[config.mk]
export PLATFORM = sky130hd
export DESIGN_NAME = mv_systolic_array_flat
export DESIGN_NICKNAME = d
export VERILOG_FILES = /design/src/rtl/mv_pkg.sv /design/src/rtl/mv_if.sv /design/src/rtl/mv_pe.sv /design/src/rtl/mv_systolic_array.sv /design/src/flat_wrapper.sv
export SDC_FILE = /design/constraint.sdc
export NUM_CORES = 1
export LEC_CHECK = 0
export ABC_AREA = 0
export BUFFER_PORTS_ARGS = -buffer_cell sky130_fd_sc_hd__buf_2
export CORE_AREA = 8 8 248 250
export CTS_BUF_LIST = sky130_fd_sc_hd__clkbuf_2
export CTS_CLUSTER_SIZE = 25
export DETAILED_ROUTE_END_ITERATION = 8
export DIE_AREA = 0 0 256 258
export SKIP_CTS_REPAIR_TIMING = 1
export SYNTH_ARGS = -nofsm -noshare
export SYNTH_HDL_FRONTEND = slang
export SYNTH_SLANG_ARGS = --single-unit
export TNS_END_PERCENT = 5
[constraint.sdc]
create_clock -name clk -period 14.25 [get_ports clk]
set_input_delay 1.425 -clock clk [delete_from_list [all_inputs] [get_ports clk]]
set_output_delay 1.425 -clock clk [all_outputs]
set_load 0.01 [all_outputs]
[src/rtl/mv_pkg.sv]
// Shared types and constant helpers for the matrix-vector systolic multiplier.
package mv_pkg;

   typedef enum logic [1:0] {IDLE, COMPUTE, OUT} state_t;

   function automatic int acc_w(input int dim, input int width);
      return 2 * width + $clog2(dim);
   endfunction

   // Skew counter runs k = 0 .. 2*dim-1 (last value is the drain cycle).
   function automatic int cnt_w(input int dim);
      return $clog2(2 * dim);
   endfunction

   function automatic logic [63:0] sat_u(input logic [63:0] x, input int out_w);
      logic [63:0] lim;
      if (out_w >= 64) return x;
      lim = (64'd1 << out_w) - 64'd1;
      return (x > lim) ? lim : x;
   endfunction

endpackage

[src/rtl/mv_if.sv]
// Operand/result handshake bundle between the operand buffers, the multiplier and post-processing.
interface mv_if #(
   parameter int DIM   = 4,
   parameter int WIDTH = 8,
   parameter int OUT_W = 16
);
   logic                       in_valid;
   logic                       in_ready;
   logic [DIM*DIM*WIDTH-1:0]   m_i;
   logic [DIM*WIDTH-1:0]       v_i;
   logic                       out_valid;
   logic                       out_ready;
   logic [DIM*OUT_W-1:0]       mv_o;

   modport slave (
      input  in_valid, m_i, v_i, out_ready,
      output in_ready, out_valid, mv_o
   );

   modport master (
      output in_valid, m_i, v_i, out_ready,
      input  in_ready, out_valid, mv_o
   );
endinterface

[src/rtl/mv_pe.sv]
// One systolic MAC processing element: registered V pass-through plus a full-precision accumulator.
module mv_pe
   import mv_pkg::*;
#(
   parameter int WIDTH = 8,
   parameter int ACC_W = 18
) (
   input  logic             clk,
   input  logic             rst,
   input  logic             en,
   input  logic             clear,
   input  logic             step,
   input  logic [WIDTH-1:0] v_i,
   input  logic [WIDTH-1:0] m_i,
   output logic [WIDTH-1:0] v_o,
   output logic [ACC_W-1:0] acc_o
);

   logic [WIDTH-1:0] v_q, v_d;
   logic [ACC_W-1:0] acc_q, acc_d;

   always_comb begin
      v_d   = v_q;
      acc_d = acc_q;
      if (en) begin
         if (clear) begin
            v_d   = '0;
            acc_d = '0;
         end else if (step) begin
            v_d   = v_i;
            acc_d = acc_q + ACC_W'(m_i) * ACC_W'(v_i);
         end
      end
   end

   always_ff @(posedge clk or negedge rst) begin
      if (!rst) begin
         v_q   <= '0;
         acc_q <= '0;
      end else begin
         v_q   <= v_d;
         acc_q <= acc_d;
      end
   end

   assign v_o   = v_q;
   assign acc_o = acc_q;

endmodule

[src/rtl/mv_systolic_array.sv]
// Matrix-vector multiplier MV = M x V on a DIM-long linear systolic MAC chain with in/out handshakes.
// Define MV_SAT_EN to saturate each result element to OUT_W bits; otherwise results wrap.
module mv_systolic_array
   import mv_pkg::*;
#(
   parameter int DIM   = 4,
   parameter int WIDTH = 8,
   parameter int ACC_W = acc_w(DIM, WIDTH),
   parameter int OUT_W = 16
) (
   input  logic clk,
   input  logic rst,
   input  logic en,
   input  logic clr,
   mv_if.slave  bus,
   output logic busy
);

   localparam int            CW     = cnt_w(DIM);
   localparam logic [CW-1:0] K_LAST = CW'(2 * DIM - 1);

   state_t               state_q, state_d;
   logic [CW-1:0]        k_q, k_d;
   logic [WIDTH-1:0]     m_q [DIM][DIM];
   logic [WIDTH-1:0]     m_d [DIM][DIM];
   logic [WIDTH-1:0]     v_q [DIM];
   logic [WIDTH-1:0]     v_d [DIM];
   logic [DIM*OUT_W-1:0] mv_q, mv_d;

   logic                 pe_clear, pe_step;
   logic [WIDTH-1:0]     v_feed;
   logic [WIDTH-1:0]     m_sel  [DIM];
   logic [WIDTH-1:0]     pe_v_o [DIM];
   logic [ACC_W-1:0]     acc    [DIM];
   logic                 unused_v_tail;

   function automatic logic [OUT_W-1:0] shape(input logic [ACC_W-1:0] a);
`ifdef MV_SAT_EN
      return OUT_W'(sat_u(64'(a), OUT_W));
`else
      return OUT_W'(64'(a));
`endif
   endfunction

   // Skew: PE r multiplies M[r][c] with V[c] at k = r + c; V[k] enters PE0.
   always_comb begin
      v_feed = '0;
      for (int c = 0; c < DIM; c++) begin
         if (int'(k_q) == c) v_feed = v_q[c];
      end
      for (int r = 0; r < DIM; r++) begin
         m_sel[r] = '0;
         for (int c = 0; c < DIM; c++) begin
            if (int'(k_q) == r + c) m_sel[r] = m_q[r][c];
         end
      end
   end

   always_comb begin
      state_d  = state_q;
      k_d      = k_q;
      m_d      = m_q;
      v_d      = v_q;
      mv_d     = mv_q;
      pe_clear = 1'b0;
      pe_step  = 1'b0;
      if (en) begin
         if (clr) begin
            state_d  = IDLE;
            k_d      = '0;
            pe_clear = 1'b1;
         end else begin
            case (state_q)
               IDLE: begin
                  if (bus.in_valid) begin
                     for (int r = 0; r < DIM; r++) begin
                        for (int c = 0; c < DIM; c++) begin
                           m_d[r][c] = bus.m_i[(r*DIM+c)*WIDTH +: WIDTH];
                        end
                     end
                     for (int c = 0; c < DIM; c++) begin
                        v_d[c] = bus.v_i[c*WIDTH +: WIDTH];
                     end
                     k_d      = '0;
                     pe_clear = 1'b1;
                     state_d  = COMPUTE;
                  end
               end
               COMPUTE: begin
                  pe_step = 1'b1;
                  // The final k is a drain cycle: the last products are already in the accumulators.
                  if (k_q == K_LAST) begin
                     for (int r = 0; r < DIM; r++) begin
                        mv_d[r*OUT_W +: OUT_W] = shape(acc[r]);
                     end
                     k_d     = '0;
                     state_d = OUT;
                  end else begin
                     k_d = k_q + CW'(1);
                  end
               end
               OUT: begin
                  if (bus.out_ready) state_d = IDLE;
               end
               default: state_d = IDLE;
            endcase
         end
      end
   end

   always_ff @(posedge clk or negedge rst) begin
      if (!rst) begin
         state_q <= IDLE;
         k_q     <= '0;
         mv_q    <= '0;
         for (int r = 0; r < DIM; r++) begin
            v_q[r] <= '0;
            for (int c = 0; c < DIM; c++) m_q[r][c] <= '0;
         end
      end else begin
         state_q <= state_d;
         k_q     <= k_d;
         mv_q    <= mv_d;
         m_q     <= m_d;
         v_q     <= v_d;
      end
   end

   for (genvar r = 0; r < DIM; r++) begin : g_pe
      logic [WIDTH-1:0] pe_v_in;
      if (r == 0) begin : g_head
         assign pe_v_in = v_feed;
      end else begin : g_link
         assign pe_v_in = pe_v_o[r-1];
      end
      mv_pe #(
         .WIDTH (WIDTH),
         .ACC_W (ACC_W)
      ) u_pe (
         .clk   (clk),
         .rst   (rst),
         .en    (en),
         .clear (pe_clear),
         .step  (pe_step),
         .v_i   (pe_v_in),
         .m_i   (m_sel[r]),
         .v_o   (pe_v_o[r]),
         .acc_o (acc[r])
      );
   end

   // The last PE's V output has no consumer.
   assign unused_v_tail = ^pe_v_o[DIM-1];

   assign bus.in_ready  = (state_q == IDLE);
   assign bus.out_valid = (state_q == OUT);
   assign bus.mv_o      = mv_q;
   assign busy          = (state_q != IDLE);

endmodule
[src/flat_wrapper.sv]
// flat-port wrapper written by rule: the top's interface ports become plain ports
module mv_systolic_array_flat import mv_pkg::*;
#(
   parameter int DIM   = 4,
   parameter int WIDTH = 8,
   parameter int ACC_W = acc_w(DIM, WIDTH),
   parameter int OUT_W = 16
)
  (clk, rst, en, clr, busy, bus_in_valid, bus_m_i, bus_v_i, bus_out_ready, bus_in_ready, bus_out_valid, bus_mv_o);
  mv_if #(.DIM(DIM), .WIDTH(WIDTH), .OUT_W(OUT_W)) bus_i ();
  input  logic clk;
  input  logic rst;
  input  logic en;
  input  logic clr;
  output logic busy;
  input wire logic [$bits(bus_i.in_valid)-1:0] bus_in_valid;
  input wire logic [$bits(bus_i.m_i)-1:0] bus_m_i;
  input wire logic [$bits(bus_i.v_i)-1:0] bus_v_i;
  input wire logic [$bits(bus_i.out_ready)-1:0] bus_out_ready;
  output wire logic [$bits(bus_i.in_ready)-1:0] bus_in_ready;
  output wire logic [$bits(bus_i.out_valid)-1:0] bus_out_valid;
  output wire logic [$bits(bus_i.mv_o)-1:0] bus_mv_o;
  assign bus_i.in_valid = bus_in_valid;
  assign bus_i.m_i = bus_m_i;
  assign bus_i.v_i = bus_v_i;
  assign bus_i.out_ready = bus_out_ready;
  assign bus_in_ready = bus_i.in_ready;
  assign bus_out_valid = bus_i.out_valid;
  assign bus_mv_o = bus_i.mv_o;
  mv_systolic_array #(.DIM(DIM), .WIDTH(WIDTH), .ACC_W(ACC_W), .OUT_W(OUT_W)) u_core (.clk(clk), .rst(rst), .en(en), .clr(clr), .bus(bus_i), .busy(busy));
endmodule
==> flow_metrics.tcl, run 1 <==
set metrics [dict create \
    seq_area_frac_synth_pct 34.74 \
    io_buffers 232 \
    drt_pass1_iterations 5 \
    fin_nets 2995 \
    htree_levels 3 \
    cellLeakagePower_nw 13.28 \
    ys.flop_type "dfrtp_1" \
    final.setup.tns_ns 0 \
    grt_pass1_vias 17800 \
    yosys_warnings 0 \
    min_period_ns 7.137 \
    ys_top_cells_by_area "dfrtp_1 (35%), fa_1 (18%), mux2_2 (9.0%), ha_1 (8.0%), inv_1 (6.6%)" \
    fin_cells 3330 \
    end_kind "flip-flop" \
    combPwrFrac_pct 42.9 \
    drc 0 \
    gr-usage-all-layers_pct 18.92 \
    worstSetupStartpointType "flip-flop" \
    swShare_pct 40.37 \
    pwr-share-clk_pct 21.9 \
    num_rows 88 \
    cp_max_fo 16 \
    gr-total-overflow 0 \
    arrival_ns 8.07 \
    coreArea_sq_um 57370 \
    async_reset_ff_share_pct 100.0 \
    synth_top_area_share_pct 34.74 \
    grt_pass1_wl_um 99830 \
    dp_worst_setup_slack_ns 7.058 \
    synth_cell_types 62 \
    syn_nets 2746 \
    stdcell_area_sq_um 25590 \
    die_h_um 258 \
    grt_max_degree 141 \
    slew_headroom_pct 8.355 \
    dpl.cell_count 3150 \
    intPower_mw 1.931 \
    post-dp-hpwl_um 47720 \
    outcome "complete, no violations" \
    dr_total_vias 16620 \
    reg2reg_slack_ns 7.11 \
    r2r-end "u_core.g_pe[1].u_pe.acc_o[15]$_DFFE_PN0P_" \
    drt-total-wl_um 62420 \
    initial_core_util_pct 39.81 \
    max_freq_mhz 140.1 \
    drt_iter0_drc 984 \
    via_per_inst 4.992 \
    vdd_drop_max_uv 223.4 \
    seqPwrFrac_pct 35.2 \
    area_growth_pct 12.05 \
    holdCritPathClass "input port to asynchronous set/reset pin" \
    synthTopCellsByCount "inv_1 (402), dfrtp_1 (317), nand2_1 (230)" \
    place.gp.congestion 0.8549 \
    cap_violations 0 \
    holdWs_ns 0.2851 \
    wire_per_inst_um 18.74 \
    synthCells 2234 \
    drive_above_1_share_pct 23.79 \
    rsz0062_at_grt "false" \
    yosysMostFrequentCell "inv_1" \
    yosys.area.top_type "dfrtp_1" \
    path_clk_slew_ns 0.11 \
    cts_tree "yes" \
    clock_path_buffers 3 \
    cts_root_buf "clkbuf_2" \
    io_pins 233 \
    synth_area_sq_um 22840 \
    tightest_slew_ns 1.375 \
    worstRegToRegCells 22 \
    power.density_nw_per_um2 126.5 \
    postRouteAntennaNets 0 \
    grt_antenna_before_repair 11 \
    worstPathRequired_ns 15.18 \
    drv_slew 0 \
    synth_edf_count 0 \
    numCtsBuffers 93 \
    finalClockSkew_ns 0.09172 \
    r2r_start "u_core.k_q[0]$_DFFE_PN0P_" \
    worstSetupPathType "flip-flop to flip-flop" \
    worst_slack_ns 7.113 \
    hold_violations 0 \
    cts_sinks 317 \
    p_switching_mw 1.307 \
    postSynthAreaPerCell_sq_um 10.22 \
    clock_latency_ns 1.12 \
    setup_viol 0 \
    synth-seq-cells 317 \
    die_w_um 256 \
    die-area_sq_um 66050 \
    min_period_over_period_pct 50.09 \
    n_fill_cell 5504 \
    placed_area_sq_um 24680 \
]
-- how the worst max path moves through the flow --
| stage | from | to | slack (ns) | cells past startpoint |
|---|---|---|---|---|
| after floorplan | u_core.k_q[2]$_DFFE_PN0P_ | u_core.g_pe[2].u_pe.acc_o[14]$_DFFE_PN0P_ | 8.48 | 26 |
| after global placement | u_core.k_q[0]$_DFFE_PN0P_ | u_core.g_pe[1].u_pe.acc_o[15]$_DFFE_PN0P_ | 7.20 | 22 |
| after detailed placement | u_core.k_q[0]$_DFFE_PN0P_ | u_core.g_pe[1].u_pe.acc_o[15]$_DFFE_PN0P_ | 7.06 | 22 |
| after CTS | u_core.k_q[0]$_DFFE_PN0P_ | u_core.g_pe[1].u_pe.acc_o[15]$_DFFE_PN0P_ | 6.95 | 22 |
| after global routing | u_core.k_q[2]$_DFFE_PN0P_ | u_core.g_pe[2].u_pe.acc_o[13]$_DFFE_PN0P_ | 6.54 | 23 |
| final | u_core.k_q[0]$_DFFE_PN0P_ | u_core.g_pe[1].u_pe.acc_o[15]$_DFFE_PN0P_ | 7.11 | 22 |
-- stage by stage --
| stage | total power, mW | utilization [%] |
|---|---|---|
| 3_5_place_dp | 2.554 | 43.03 |
| 5_1_grt | 3.533 | 44.59 |
| 4_1_cts | 3.292 | 44.53 |
| 6_report | 3.238 | 44.61 |
| 3_3_place_gp | 2.522 | 43.01 |
| 2_1_floorplan | 2.193 | - |
-- registers in the layout (all words and copies together) (netlist names) --
name and flops:
u_core.g_pe.u_pe.acc_o 64, u_core.k_q 3, u_core.g_pe.u_pe.v_o 24, u_core.v_q 32, u_core.m_q 128, u_core.state_q 2, u_core.bus.mv_o 64
-- logic make-up after synthesis --
logic type | Yosys count | synth area share, %
adder cells (fa/ha/maj) | 346 | 25.53
flip-flops | 317 | 34.74
buffers and inverters | 499 | 8.487
XOR/XNOR | 49 | 1.879
AO/OA/AOI/OAI | 339 | 9.912
multiplexers | 182 | 8.975
AND/OR/NAND/NOR | 502 | 10.48
-- critical path, cell delays in order, from the launching register on --
cell,delay (ns)
dfrtp_1,0.44
inv_1,0.10
ha_1,0.53
nand2_2,0.26
and2_0,0.52
a222oi_1,1.23
nand2b_1,0.23
fa_1,0.41
inv_1,0.06
ha_1,0.22
ha_1,0.27
inv_1,0.04
fa_1,0.47
inv_1,0.04
ha_1,0.21
fa_1,0.48
a21o_1,0.21
a21oi_1,0.26
o21bai_1,0.13
nand4_1,0.11
a31oi_1,0.12
or3_1,0.32
a32o_1,0.26
-- power by group through the flow --
stage | clock [mW] | sequential (mW) | combinational (mW)
after floorplan | 0 | 1.10 | 1.09
after global placement | 0 | 1.15 | 1.37
after detailed placement | 0 | 1.16 | 1.40
after CTS | 0.746 | 1.14 | 1.41
after global routing | 0.798 | 1.15 | 1.58
final | 0.709 | 1.14 | 1.39
-- metal layers --
layer  global-route usage, %  vias up  part of all wire, %
met1                   24.84     8265                   44
li1                        -     7741                    -
met4                   6.510        6                  2.8
met2                   29.59      498                   46
met3                   5.764      114                  7.1
met5                       0        -                0.072
-- cell type report --
type / instances / area (sq um) / area share [%]
diodes: 9 / 22.52 / 0.08802
clock buffers: 137 / 685.7 / 2.680
clock inverters: 31 / 175.2 / 0.6846
inverters: 404 / 1516 / 5.926
multi-input cells: 1418 / 12990 / 50.76
flip-flops and latches: 317 / 7933 / 31.00
well taps: 765 / 957.2 / 3.741
repair buffers: 249 / 1311 / 5.124
-- placed cells by master, fill, tap and decap left out, drive strengths merged, types with 7 or more instances in the layout --
cell type,netlist,routed
inv,404,408
dfrtp,317,317
buf,54,248
nand2,231,231
fa,200,200
mux2,182,182
ha,146,146
clkbuf,41,138
o21ai,124,124
nor2,77,77
and2,73,73
a21oi,55,55
a22o,45,45
nor2b,36,36
nand2b,36,36
xnor2,30,30
clkinv,0,26
a22oi,25,25
and3,20,20
xor2,19,19
a21o,18,18
a221oi,13,13
diode,0,9
or2,9,9
a211oi,8,8
o21bai,7,7
Power figures use the tool's default switching activity.
==> run 2, diff against run 1 <==
ABC_AREA = 1   (was 0)
CORE_AREA = 8 8 255 257   (was 8 8 248 250)
DIE_AREA = 0 0 263 265   (was 0 0 256 258)
clock period = 6.1 ns   (was 14.25 ns; I/O delays follow)
==> run 2 against run 1 <==
Via count increased by 18%. Count of clock-buffer cells in the layout unchanged. Cell area rose by 11%. Clock skew is 0.060 ns higher. Critical endpoint is now u_core.g_pe[0].u_pe.acc_o[15]$_DFFE_PN0P_. Sequential cell count unchanged. Sequential power grew 130%. Global-route usage up 1.1 points. Routed wire length grew 14%. Sequential share of layout area down 3.1 points. Fmax grew 28%.
==> flow_metrics.tcl, run 2 <==
set metrics [dict create \
    combPwrFrac_pct 45.2 \
    synth_cell_types 38 \
    r2r-end "u_core.g_pe[0].u_pe.acc_o[15]$_DFFE_PN0P_" \
    yosysMostFrequentCell "nand2_1" \
    io_buffers 232 \
    hold_violations 0 \
    die-area_sq_um 69700 \
    drt_iter0_drc 1281 \
    synth-seq-cells 317 \
    cts_sinks 317 \
    synthCells 2806 \
    ys_top_cells_by_area "dfrtp_1 (33%), fa_1 (17%), nand2_1 (10%), inv_1 (9.0%), ha_1 (7.6%)" \
    vdd_drop_max_uv 388.3 \
    p_switching_mw 3.379 \
    r2r_start "u_core.k_q[0]$_DFFE_PN0P_" \
    n_fill_cell 5954 \
    tightest_slew_ns 1.032 \
    end_kind "flip-flop" \
    worstPathRequired_ns 7.06 \
    wire_per_inst_um 17.44 \
    cap_violations 0 \
    min_period_ns 5.577 \
    yosys_warnings 0 \
    swShare_pct 43.42 \
    postSynthAreaPerCell_sq_um 8.592 \
    fin_nets 3740 \
    drv_slew 0 \
    outcome "complete, no violations" \
    initial_core_util_pct 39.50 \
    dpl.cell_count 3759 \
    clock_latency_ns 1.12 \
    layout_commonest_cell "nand2_1" \
    clock_path_buffers 3 \
    pwr-share-clk_pct 20.6 \
    ys.flop_type "dfrtp_1" \
    setup_viol 0 \
    largest_reg_flops 128 \
    path_clk_slew_ns 0.10 \
    num_rows 91 \
    worstRegToRegCells 25 \
    grt_max_degree 157 \
    grt_antenna_before_repair 4 \
    power.density_nw_per_um2 273.3 \
    grt_pass1_wl_um 110800 \
    cp_max_fo 28 \
    min_period_over_period_pct 91.43 \
    synthTopCellsByCount "nand2_1 (647), inv_1 (578), dfrtp_1 (317)" \
    async_reset_ff_share_pct 100.0 \
    numCtsBuffers 92 \
    drive_above_1_share_pct 18.59 \
    slew_headroom_pct 31.20 \
    intPower_mw 4.404 \
    cellLeakagePower_nw 15.37 \
    worstSetupPathType "flip-flop to flip-flop" \
    holdCritPathClass "input port to asynchronous set/reset pin" \
    post-dp-hpwl_um 52590 \
    drt_pass1_iterations 5 \
    die_h_um 265 \
    cts_root_buf "clkbuf_2" \
    max_freq_mhz 179.3 \
    arrival_ns 6.53 \
    worstSetupStartpointType "flip-flop" \
    place.gp.congestion 0.9306 \
    yosys.area.top_type "dfrtp_1" \
    drt-total-wl_um 71390 \
    finalClockSkew_ns 0.1522 \
    fin_total_pwr_mw 7.783 \
    most-common-layout-cells "nand2_1 (647), inv_1 (578), dfrtp_1 (317), buf_2 (231), fa_1 (200)" \
    die_w_um 263 \
    final.setup.tns_ns 0 \
    rsz0062_at_grt "false" \
    synth_area_sq_um 24110 \
    drc 0 \
    synth_edf_count 0 \
    fin_cells 4093 \
    dr_total_vias 19650 \
    synth_top_area_share_pct 32.90 \
    postRouteAntennaNets 0 \
    gr-usage-all-layers_pct 20.06 \
    io_pins 233 \
    seq_area_frac_synth_pct 32.90 \
    via_per_inst 4.800 \
    cts_tree "yes" \
    htree_levels 3 \
    gr-total-overflow 0 \
    seqPwrFrac_pct 34.2 \
    grt_pass1_vias 20010 \
    reg2reg_slack_ns 0.52 \
    area_growth_pct 18.12 \
    syn_nets 3318 \
    max_flop_register "u_core.m_q" \
    coreArea_sq_um 61030 \
    holdWs_ns 0.08799 \
]
[run 2: cell count changes after synthesis, sizes merged, moves of 44 or more]
| cell | previous run | this run |
|---|---|---|
| nand2 | 231 | 658 |
| inv | 404 | 589 |
| nor2 | 77 | 151 |
| nand3 | 2 | 194 |
| a22o | 45 | 1 |
| and2 | 73 | 0 |
[run 2: per-stage QoR]
step           cell area (sq um)  setup WS [ns]  util (%)
4_1_cts                    26810         0.4618     43.93
2_1_floorplan              24110          1.300         -
3_5_place_dp               26000         0.6154     42.60
6_report                   28480         0.5226     46.66
3_3_place_gp               26000         0.6423     42.60
5_1_grt                    28480        0.09905     46.66
[run 2: area by class of cell]
class,count,area (sq um),share of cell area [%]
tap,790,988.4,3.471
sequential,317,7933,27.86
inverter,589,2213,7.773
multi-input combinational,1817,13560,47.63
clock buffer,137,685.7,2.408
clock inverter,26,123.9,0.4350
antenna,6,15.01,0.05273
timing repair buffer,411,2953,10.37
[run 2: worst max-delay path by stage]
stage	endpoint	startpoint
floorplan	u_core.g_pe[1].u_pe.acc_o[15]$_DFFE_PN0P_	u_core.k_q[0]$_DFFE_PN0P_
global placement	u_core.g_pe[0].u_pe.acc_o[9]$_DFFE_PN0P_	u_core.k_q[0]$_DFFE_PN0P_
detailed placement	u_core.g_pe[2].u_pe.acc_o[15]$_DFFE_PN0P_	u_core.k_q[0]$_DFFE_PN0P_
CTS	u_core.g_pe[2].u_pe.acc_o[15]$_DFFE_PN0P_	u_core.k_q[0]$_DFFE_PN0P_
global route	u_core.g_pe[0].u_pe.acc_o[15]$_DFFE_PN0P_	u_core.k_q[0]$_DFFE_PN0P_
finish	u_core.g_pe[0].u_pe.acc_o[15]$_DFFE_PN0P_	u_core.k_q[0]$_DFFE_PN0P_
[run 2: logic make-up after synthesis]
group | synth area share [%]
flip-flops | 32.90
XOR/XNOR | 0.8719
AO/OA/AOI/OAI | 6.062
AND/OR/NAND/NOR | 17.92
multiplexers | 7.193
adder cells (fa/ha/maj) | 24.19
buffers and inverters | 10.86
[run 2: critical path: stages, from the launching register on]
cell     delay [ns]
dfrtp_1        0.41
inv_1          0.12
ha_1           0.19
inv_2          0.10
nor2_2         0.08
buf_4          0.29
inv_2          0.26
or2_2          0.34
nand3_1        0.08
nand2_1        0.25
nand2_1        0.18
fa_1           0.46
fa_1           0.54
inv_1          0.05
fa_1           0.49
inv_1          0.05
fa_1           0.47
inv_1          0.05
ha_1           0.34
nand2_1        0.13
nor2_1         0.17
nand3_1        0.12
nand3_1        0.08
nand2_1        0.05
nand3_1        0.08
nand2_1        0.06
[run 2: power groups by stage]
stage	Clock [mW]	Sequential (mW)	Combinational, mW
global route	1.79	2.69	4.11
detailed placement	0	2.70	3.41
finish	1.60	2.66	3.52
floorplan	0	2.57	2.63
global placement	0	2.70	3.39
CTS	1.69	2.66	3.43
[run 2: routing by layer]
layer	wire length, um	part of all wire, %	vias to the layer above	global-route usage, %
met2	32870	46	511	31.69
met4	2009	2.8	0	6.472
met5	0	0	-	0
met1	32440	45	9427	27.47
li1	-	-	9584	-
met3	4070	5.7	123	4.133
==> run 3, diff against run 2 <==
CORE_AREA = 8 8 265 267   (was 8 8 255 257)
DIE_AREA = 0 0 273 275   (was 0 0 263 265)
SYNTH_HIERARCHICAL = 1   (was not set)
==> run 3 against run 2 <==
Clock power is essentially flat. Critical path type unchanged. Critical endpoint is now u_core/g_pe[1].u_pe/acc_o[11]$_DFFE_PN0P_. Hold slack lost 0.014 ns. First-iteration DRC count grew 13%. Highest routed layer unchanged.
==> flow_metrics.tcl, run 3 <==
set metrics [dict create \
    min_period_over_period_pct 92.24 \
    path_clk_slew_ns 0.10 \
    worstPathRequired_ns 6.97 \
    grt_pass1_wl_um 109200 \
    drc 0 \
    drv_slew 0 \
    clock_latency_ns 1.11 \
    holdCritPathClass "input port to flip-flop" \
    drt_iter0_drc 1444 \
    slew_headroom_pct 35.09 \
    multiInputGateArea_sq_um 13090 \
    vdd_drop_max_uv 194.6 \
    io_buffers 232 \
    outcome "complete, no violations" \
    die-area_sq_um 75080 \
    critPathBufInv 6 \
    cp_common_cell "nand2_1" \
    gr-total-overflow 0 \
    wire_per_inst_um 15.20 \
    cpLargestDelayFamily "adder cells" \
    max_stage_delay_ns 0.55 \
    most-common-layout-cells "nand2_1 (1071), inv_1 (844), dfrtp_1 (317), buf_2 (231), fa_1 (200)" \
    power.density_nw_per_um2 254.7 \
    area_growth_pct 16.51 \
    yosys_warnings 6 \
    dr_total_vias 21080 \
    initial_core_util_pct 37.72 \
    drt-total-wl_um 70380 \
    cts_root_buf "clkbuf_2" \
    final.setup.tns_ns 0 \
    gr-usage-all-layers_pct 18.24 \
    worstSetupPathType "flip-flop to flip-flop" \
    grt_max_degree 217 \
    numCtsBuffers 92 \
    fin_nets 4212 \
    drt_pass1_iterations 5 \
    num_rows 95 \
    critical-path-slowest-cell "nor2_2" \
    end_kind "flip-flop" \
    drive_above_1_share_pct 11.50 \
    postRouteAntennaNets 0 \
    finalClockSkew_ns 0.1254 \
    min_period_ns 5.627 \
    setup_viol 0 \
    grt_pass1_vias 20420 \
    die_h_um 275 \
    via_per_inst 4.552 \
    clock_path_buffers 3 \
    largest_reg_flops 128 \
    arrival_ns 6.50 \
    worstSetupStartpointType "flip-flop" \
    rsz0062_at_grt "false" \
    hold_violations 0 \
    cp_cell_sequence "inv_1 > ha_1 > inv_2 > nor2_2 > nand2_1 > nand3_1 > nand2_1 > nand2_1 > nand2_1 > fa_1 > inv_1 > fa_1 > fa_1 > inv_1 > fa_1 > inv_1 > ha_1 > nand2_1 > nor2_1 > inv_1 > nor2_1 > o21ai_0 > nand2_1 > o21ai_0" \
    tightest_slew_ns 0.9736 \
    cap_violations 0 \
    place.gp.congestion 0.8871 \
    htree_levels 3 \
    cts_tree "yes" \
    cp_max_fo 16 \
    synth_area_sq_um 25020 \
    regArea_sq_um 7933 \
    postSynthAreaPerCell_sq_um 7.515 \
    grt_antenna_before_repair 4 \
    io_pins 233 \
    die_w_um 273 \
    synthCells 3329 \
    cts_sinks 317 \
    post-dp-hpwl_um 52210 \
    fin_total_pwr_mw 7.423 \
    max_freq_mhz 177.7 \
    max_flop_register "u_core/m_q" \
    layout_commonest_cell "nand2_1" \
    coreArea_sq_um 66330 \
    syn_nets 3854 \
    n_fill_cell 6789 \
    cellLeakagePower_nw 17.96 \
]
[run 3: cell count changes in the layout (fill, tap and decap cells not counted), sizes merged, moves of 20 or more]
cell   before   now
or2        24     4
o21ai     125   224
nand2     658  1090
o22ai      41    10
nor2      151   104
a22o        1    28
a21oi      56    20
mux2      154     0
nand3     194   140
inv       593   859
[run 3: cell type report]
type / count / share of cell area, %
Multi-Input combinational cell: 2008 / 44.90
Inverter: 856 / 11.07
Antenna cell: 3 / 0.02576
Tap cell: 873 / 3.747
Clock inverter: 31 / 0.5151
Clock buffer: 131 / 2.249
Timing Repair Buffer: 412 / 10.29
Sequential cell: 317 / 27.21
[run 3: worst min-delay path, stage by stage]
cell and delay, ns:
buf_2 0.13, nor2_1 0.08, nand2_1 0.05, nand2_1 0.07, o21bai_1 0.07, nand2_1 0.05
[run 3: where the power goes]
group	leakage [nW]	switching [mW]	total, mW	internal, mW
Clock	0.619	0.993	1.59	0.593
Sequential	4.16	0.406	2.89	2.48
Combinational	13.2	1.82	2.95	1.13
[run 3: path summary, 6_finish.rpt]
path	cells past startpoint	slack (ns)	to	from
hold reg to reg	2	0.46	u_core/bus.mv_o[35]$_DFFE_PN0P_	u_core/g_pe[2].u_pe/acc_o[3]$_DFFE_PN0P_
setup / recovery	24	0.47	u_core/g_pe[1].u_pe/acc_o[11]$_DFFE_PN0P_	u_core/k_q[0]$_DFFE_PN0P_
hold / removal	6	0.07	u_core/state_q[0]$_DFFE_PN0P_	bus_in_valid
setup reg to reg	24	0.47	u_core/g_pe[1].u_pe/acc_o[11]$_DFFE_PN0P_	u_core/k_q[0]$_DFFE_PN0P_
min in group asynchronous	2	0.10	u_core/m_q[96]$_DFFE_PN0P_	rst
max in group asynchronous	3	4.79	u_core/g_pe[3].u_pe/acc_o[3]$_DFFE_PN0P_	rst
[run 3: routing by layer]
layer	GRT usage, %	vias to the layer above	share of wire, %
li1	-	10500	-
met1	24.72	9882	45
met2	28.47	573	45
met3	4.119	122	6.7
met4	6.579	0	3.0
met5	0	-	0
[run 3: metrics by stage]
| stage | utilization, % | cells | hold slack (ns) | instance area (sq um) | setup WS, ns |
|---|---|---|---|---|---|
| detailed placement | 40.23 | 4301 | 0.4510 | 26680 | 0.6188 |
| finish | 43.95 | 4631 | 0.07419 | 29150 | 0.4731 |
| floorplan | - | 3329 | 0.3144 | 25020 | 0.9943 |
| global route | 43.94 | 4630 | 0.03254 | 29150 | 0.05107 |
| global placement | 40.23 | 4301 | 0.4520 | 26680 | 0.7324 |
| CTS | 41.45 | 4463 | -0.6351 | 27490 | 0.4805 |
